<file path="src/rtl/rr_req_arbiter.sv">
// Round-robin arbiter sharing one downstream req/ack target among NUM_MASTERS
// requesters, with a per-transfer timeout that aborts and flags err.
module rr_req_arbiter #(
  parameter int NUM_MASTERS = 4,
  parameter int DATA_W      = 32,
  parameter int TIMEOUT_CYC = 255,
  parameter int IDW         = (NUM_MASTERS > 2) ? $clog2(NUM_MASTERS) : 1
) (
  input  logic                          clk,
  input  logic                          rst_n,
  input  logic [NUM_MASTERS-1:0]        req,
  input  logic [NUM_MASTERS*DATA_W-1:0] data,
  output logic [NUM_MASTERS-1:0]        ack,
  output logic                          slv_req,
  output logic [DATA_W-1:0]             slv_data,
  input  logic                          slv_ack,
  output logic [IDW-1:0]                gnt_id,
  output logic                          busy,
  output logic                          err
);

  localparam int CNT_W = (TIMEOUT_CYC > 1) ? $clog2(TIMEOUT_CYC) : 1;
  localparam logic [CNT_W-1:0] CNT_LAST = CNT_W'((TIMEOUT_CYC > 0) ? TIMEOUT_CYC - 1 : 0);

  typedef enum logic [1:0] {IDLE, BUSY, ACK, DRAIN} state_t;

  state_t                   state, state_nxt;
  logic [IDW-1:0]           ptr, ptr_nxt;
  logic [CNT_W-1:0]         cnt, cnt_nxt;
  logic [NUM_MASTERS-1:0]   ack_nxt;
  logic                     slv_req_nxt, busy_nxt, err_nxt;
  logic [DATA_W-1:0]        slv_data_nxt;
  logic [IDW-1:0]           gnt_id_nxt;
  logic                     win_vld;
  logic [IDW-1:0]           win_idx;
  logic [DATA_W-1:0]        win_data;
  logic                     timeout_hit;

  // Scan ptr, ptr+1, ... modulo NUM_MASTERS; index never exceeds NUM_MASTERS-1.
  always_comb begin
    int             idx;
    logic [IDW-1:0] idx_c;
    win_vld  = 1'b0;
    win_idx  = '0;
    win_data = '0;
    idx      = 0;
    idx_c    = '0;
    for (int k = 0; k < NUM_MASTERS; k++) begin
      idx = int'(ptr) + k;
      if (idx >= NUM_MASTERS) idx = idx - NUM_MASTERS;
      idx_c = IDW'(idx);
      if (!win_vld && req[idx_c]) begin
        win_vld = 1'b1;
        win_idx = idx_c;
      end
    end
    for (int i = 0; i < NUM_MASTERS; i++) begin
      if (win_idx == IDW'(i)) win_data = data[i*DATA_W +: DATA_W];
    end
  end

  assign timeout_hit = (TIMEOUT_CYC != 0) && (cnt == CNT_LAST);

  always_comb begin
    state_nxt    = state;
    ptr_nxt      = ptr;
    cnt_nxt      = cnt;
    ack_nxt      = ack;
    slv_req_nxt  = slv_req;
    slv_data_nxt = slv_data;
    gnt_id_nxt   = gnt_id;
    busy_nxt     = busy;
    err_nxt      = err;
    case (state)
      IDLE: begin
        if (win_vld) begin
          state_nxt    = BUSY;
          gnt_id_nxt   = win_idx;
          slv_data_nxt = win_data;
          slv_req_nxt  = 1'b1;
          busy_nxt     = 1'b1;
          cnt_nxt      = '0;
        end
      end
      BUSY: begin
        cnt_nxt = cnt + 1'b1;
        // slv_ack takes precedence over a timeout landing on the same edge
        if (slv_ack || timeout_hit) begin
          state_nxt   = ACK;
          slv_req_nxt = 1'b0;
          ack_nxt     = NUM_MASTERS'(1) << gnt_id;
          err_nxt     = !slv_ack;
          ptr_nxt     = (gnt_id == IDW'(NUM_MASTERS - 1)) ? '0 : gnt_id + 1'b1;
        end
      end
      ACK: begin
        state_nxt = DRAIN;
        ack_nxt   = '0;
        err_nxt   = 1'b0;
      end
      DRAIN: begin
        // hold off until the served master releases req so it is not regranted
        if (!req[gnt_id]) begin
          state_nxt = IDLE;
          busy_nxt  = 1'b0;
        end
      end
      default: state_nxt = IDLE;
    endcase
  end

  always_ff @(posedge clk or negedge rst_n) begin
    if (!rst_n) begin
      state    <= IDLE;
      ptr      <= '0;
      cnt      <= '0;
      ack      <= '0;
      slv_req  <= 1'b0;
      slv_data <= '0;
      gnt_id   <= '0;
      busy     <= 1'b0;
      err      <= 1'b0;
    end else begin
      state    <= state_nxt;
      ptr      <= ptr_nxt;
      cnt      <= cnt_nxt;
      ack      <= ack_nxt;
      slv_req  <= slv_req_nxt;
      slv_data <= slv_data_nxt;
      gnt_id   <= gnt_id_nxt;
      busy     <= busy_nxt;
      err      <= err_nxt;
    end
  end

endmodule
</file>
<file path="config.mk">
export PLATFORM = sky130hd
export DESIGN_NAME = rr_req_arbiter
export DESIGN_NICKNAME = d
export VERILOG_FILES = /design/src/rtl/rr_req_arbiter.sv
export SDC_FILE = /design/constraint.sdc
export NUM_CORES = 1
export LEC_CHECK = 0
export ABC_AREA = 1
export CAP_MARGIN = 20
export CORE_ASPECT_RATIO = 1.2
export CORE_MARGIN = 2
export CORE_UTILIZATION = 47
export CTS_CLUSTER_SIZE = 40
export DETAILED_ROUTE_END_ITERATION = 12
export PLACE_DENSITY_LB_ADDON = 0.1
export SLEW_MARGIN = 20
export SYNTH_ARGS = -nofsm -noshare
export SYNTH_HDL_FRONTEND = slang
export SYNTH_SLANG_ARGS = --single-unit
</file>
<file path="constraint.sdc">
create_clock -name clk -period 3.1 [get_ports clk]
set_clock_uncertainty 0.2 [all_clocks]
set_input_delay 0.465 -clock clk [delete_from_list [all_inputs] [get_ports clk]]
set_output_delay 0.465 -clock clk [all_outputs]
set_load 0.02 [all_outputs]
</file>
==> Word-level counts from Yosys, hierarchy flattened <==
Cells that the tools add are included.
{ "totals": {"output_inout_bits": 41, "ff_bits": 53, "wordCells": 101, "input_bits": 135} }
{ "classes": {"n_eq_ne": 11, "mux": 42, "shifts": 1, "reduce_logical": 20, "n_addsub": 9, "magnitude_cmp": 9} }
{ "op_table": {"columns": ["op", "n"], "rows": [
  ["32-bit two-way mux", 4],
  ["2-bit two-way mux", 12],
  ["8-bit case mux with 2 select lines", 1],
  ["2-bit by 3-bit < comparator with 1-bit output (second input constant)", 5],
  ["1-bit two-way mux", 13],
  ["1-bit binary-select mux with 2-bit select", 5],
  ["2-bit == test (second input constant)", 5],
  ["3-bit >= comparator (second input constant)", 3],
  ["3-bit AND reduction", 3],
  ["8-bit by 1-bit adder with 8-bit output (second input constant)", 1],
  ["8-bit == test (second input constant)", 1],
  ["8-bit two-way mux", 1],
  ["2-bit case mux with 4 select lines", 1],
  ["4-bit case mux with 2 select lines", 1],
  ["2-bit AND reduction", 4],
  ["2-bit by 1-bit subtractor with 2-bit output (second input constant)", 4],
  ["2-bit by 2-bit adder with 3-bit output (second input constant)", 2],
  ["2-bit != test (second input constant)", 3],
  ["1-bit case mux with 2 select lines", 3],
  ["2-bit nonzero test", 3],
  ["2-bit by 1-bit == test with 1-bit output (second input constant)", 2],
  ["1-bit zero test", 4],
  ["2-bit zero test", 2],
  ["4-bit two-way mux", 1],
  ["other kinds (6)", 8]
]} }

==> Logic depth before layout (Yosys ltp) <==
{ "depth": {"word_depth": 19, "mapped_depth": 16, "depth_no_buf": 15} }

==> Worst setup path after synthesis <==
Ideal clock, no wire load.
{ "synth_timing": {"path_kind": "reg-to-reg", "startpoint": "register ptr[1]", "endpoint": "register slv_data[23]", "required_time_ps": 2784, "period_less_slack_ps": 2044, "setup_time_ps": 116, "t_arrival_ps": 1728, "stages_incl_launch_ff": 16, "setup_slack_ps": 1056, "path_buffers": 1, "path_cell_list": "dfrtp_1 > inv_2 > nand2_1 > nand2_2 > nand2_1 > nand2_1 > nand3_1 > nor2_4 > nor2_8 > nor2_4 > buf_4 > nand2_1 > nand2_1 > inv_1 > nand2_1 > nand2_1"} }
{ "synth_via": {"elab_chain_len": 19, "word_cells_on_any_way": 46, "cone_classes": "add/sub (7); order compare (4); eq/ne (3); mux (24); reduce/logical (8)"} }
{ "synth_lines": {"columns": ["item", "line_no", "source"], "rows": [
  ["start: declaration", "28", "logic [IDW-1:0] ptr, ptr_nxt;"],
  ["start signal: assignment", "125", "ptr <= ptr_nxt;"],
  ["parallel branches: the longest is 19 deep, another holds 2-bit by 1-bit adder with 3-bit output", null, null],
  ["end signal: assignment", "129", "slv_data <= slv_data_nxt;"],
  ["end: declaration", "15", "output logic [DATA_W-1:0] slv_data,"]
]} }
Parallel ways; which one is timed is not known. The select of a mux whose other input is x is not followed.
A chain may end at the register's enable or synchronous reset.

==> Final worst setup path <==
{ "layout_timing": {"startpoint": "register ptr[0]", "endpoint": "register slv_data[29]"} }
The elaborated chain is that of the path after synthesis.

==> metrics.md <==
| Metric | Value |
|---|---|
| Endpoints failing hold | 0 |
| Clock Power Share | 6.9% |
| Worst-margin pin slew | 685 ps |
| WS Path Type | reg2reg |
| Register area share after synthesis | 32.4% |
| # clock sinks | 53 |
| Critical Path, Cell by Cell | inv_2, nand2_1, nand2_1, nand2_1, nand2_1, nor2_2, nand3_1, nand2_1, nand2_2, nor2_4, buf_12, nand2_1, nand2_1, inv_1, nand2_1, nand2_1 |
| Largest net degree at the start of global routing | 61 |
| Crit path required time | 3110 ps |
| Layout area overhead | 47.4% |
| Power Dens Cells | 1050 nW/um^2 |
| Area contributors post-synth | dfrtp_1, nand2_1, inv_1 |
| Core area | 8520 um^2 |
| Internal | 2980 uW |
| Design Power | 6360 uW |
| CP max FO | 60 |
| Final period demand of the worst path | 2610 ps |
| GPL Wtd Cong | 0.958 |
| Post-DP HPWL | 8.96 mm |
| Switching Share | 53.1% |
| Synth warn | 0 |
| Yosys top cell area share | 32.4% |
| CP endpoint kind | flip-flop |
| Top-level port count | 176 |
| DR DRC count | 0 |
| Synthesized cell area | 4090 um^2 |
| Max incr delay on CP | 610 ps |
| Die span in y | 106 um |
| Via count | 4579 |
| 1st-iter DRT viols | 190 |
| First-pass GRT wire length | 19.0 mm |
| Grt ovf | 0 |
| Worst vdd ir | 0.526 mV |
| Crit-path most repeated cell | nand2_1 |
| CP arrival | 2620 ps |
| Row cnt | 37 |
| CP max-delay cell | dfrtp_1 |
| Number of max-cap violations | 0 |
| Skew-Pair Late Insertion Delay | 310 ps |
| Logic pwr share | 73.6% |
| Clock buffer depth | 2 |
| CTS H-Tree Depth | 2 |
| PortBufs | 175 |
| Vias/cell | 4.73 |
| Pleak | 0.00332 uW |
| Nets | 995 |
| Hold Slack | 47.9 ps |
| Setup bufs post-CTS | 0 |
| Cts bufs inserted | 5 |
| Initial antenna violation count | 0 |
| Synth area leader | dfrtp_1 |
| Primary FF master, synth | dfrtp_1 |
| Routed wire per std cell | 12.1 um |
| Clk root buf | clkbuf_8 |
| Layout cell share with drive strength beyond 1 | 5.05% |
| Syn avg cell area | 5.99 um^2 |
| # fillers | 753 |
| Die area | 9470 um^2 |
| Max Clk Rate | 0.383 GHz |
| Fin. max-slew vios | 0 |
| Rel. slew slack | 54.3% |
| GRT Overall Usage | 25.1% |
| Syn Nets | 828 |
| Final WL | 11.7 mm |
| Endpoints failing setup | 0 |
| CTS tree | done |
| Starting density of the core | 48.0% |
| Diode count | 0 |
| RSZ-0062 raised after global routing | false |
| Status | complete, no violations |
| Unique masters post-synth | 31 |
| Sequential share of power | 19.5% |
| Cell Count, Final, Fillers Out | 968 |
| Synth Instances | 683 |
| Die W | 89.2 um |
| CP Launch Type | flip-flop |
| Async SR Flop Fraction | 100% |
| TritonRoute pass-1 iters | 5 |
| Vias in the first global route | 4340 |
| Post-DRT Antenna Nets | 0 |
| Reg clk slew, reported paths | 90 ps |
| Flops & latches, synth | 53 |
| Crit share post-route | 84.1% |
| Hold-fix buffers, CTS | 0 |
| HP Class | in2async |
| Net load switching power | 3380 uW |
| Setup TNS | 0 ps |
| Inst Count DP | 960 |
| Post-synth EDFFs | 0 |
| Post_cts resized | 0 |
layout make-up:
cell class	instances	area, um^2	area share, %
clock buffer	7	96.3	1.60
clock inverter	1	5.00	0.0830
inverter	132	495	8.22
multi-input combinational	474	2130	35.4
sequential	53	1330	22.0
tap	117	146	2.43
timing repair buffer	184	1830	30.3
final timing paths:
kind / start / endpoint / slack (ps) / depth (start not counted)
setup / recovery: ptr[0]$_DFFE_PN0P_ / slv_data[29]$_DFFE_PN0P_ / 490 / 16
hold / removal: rst_n / ptr[1]$_DFFE_PN0P_ / 50 / 2
setup reg to reg: ptr[0]$_DFFE_PN0P_ / slv_data[29]$_DFFE_PN0P_ / 490 / 16
hold reg to reg: ack[2]$_DFFE_PN0P_ / ack[2]$_DFFE_PN0P_ / 280 / 2
max in group asynchronous: rst_n / slv_data[11]$_DFFE_PN0P_ / 2180 / 2
min in group clk: ack[2]$_DFFE_PN0P_ / ack[2]$_DFFE_PN0P_ / 280 / 2
cells by family (layout without fill, tap and decap cells):
| family | Yosys count | after routing | synth area share (%) |
|---|---|---|---|
| simple gates | 428 | 428 | 43.6 |
| fa+ha+maj | 10 | 10 | 3.06 |
| flops | 53 | 53 | 32.4 |
| compound gates | 31 | 31 | 4.28 |
| buf+inv | 156 | 324 | 15.4 |
| xor+xnor | 3 | 3 | 0.642 |
| mux | 2 | 2 | 0.550 |
power groups by stage:
stage               sequential (uW)  clock [uW]  combinational, uW
floorplan                      1490           0               3060
global placement               1240           0               4560
detailed placement             1250           0               4680
CTS                            1240         447               4700
global route                   1280         473               5310
finish                         1240         436               4680
layout by cell type (no fill, tap or decap), types with 7 or more instances in the layout:
cell and n:
clkdlybuf4s50_1 174, dfrtp_1 53, nand2_1 277, nand2_2 7, buf_4 8, nand3_1 62, inv_1 126, ha_1 10
a21oi_1 8, nor2_1 65, clkbuf_8 7, o21ai_0 18
critical path, delay by kind of cell, from the launching register on:
| kind | cells | cell delay, ps |
|---|---|---|
| buf+inv | 3 | 440 |
| flops | 1 | 610 |
| simple gates | 13 | 1190 |
flip-flops by register name, summed over array words and instances, names as in the netlist:
name	flops
err	1
state	2
ack	4
slv_data	32
ptr	2
slv_req	1
busy	1
gnt_id	2
cnt	8
cells in the mapped netlist, types with 2 or more instances:
cell type / number
a21oi_1: 8
nand4_1: 5
clkbuf_1: 5
nor2_4: 3
ha_1: 10
nor3_1: 2
buf_2: 9
buf_4: 9
mux2_2: 2
nand3_1: 62
inv_1: 126
dfrtp_1: 53
xor2_1: 3
inv_2: 5
nand2_1: 277
nand3_2: 2
nand2_2: 7
nor2_1: 65
o21ai_0: 18
per-stage QoR:
stage | worst slack (ps) | instance area [um^2] | util (%)
floorplan | 1060 | 4090 | -
global placement | 367 | 5930 | 69.6
detailed placement | 304 | 5930 | 69.6
CTS | 531 | 6030 | 70.8
global route | 240 | 6030 | 70.8
finish | 492 | 6030 | 70.8
metal layers:
layer / up-vias / global-route usage [%] / part of all wire, %
li1: 2357 / - / -
met1: 2015 / 29.8 / 40
met2: 181 / 43.8 / 50
met3: 26 / 5.59 / 7.5
met4: 0 / 8.53 / 2.7
met5: - / 0 / 0
(Power assumes the default switching activity.)
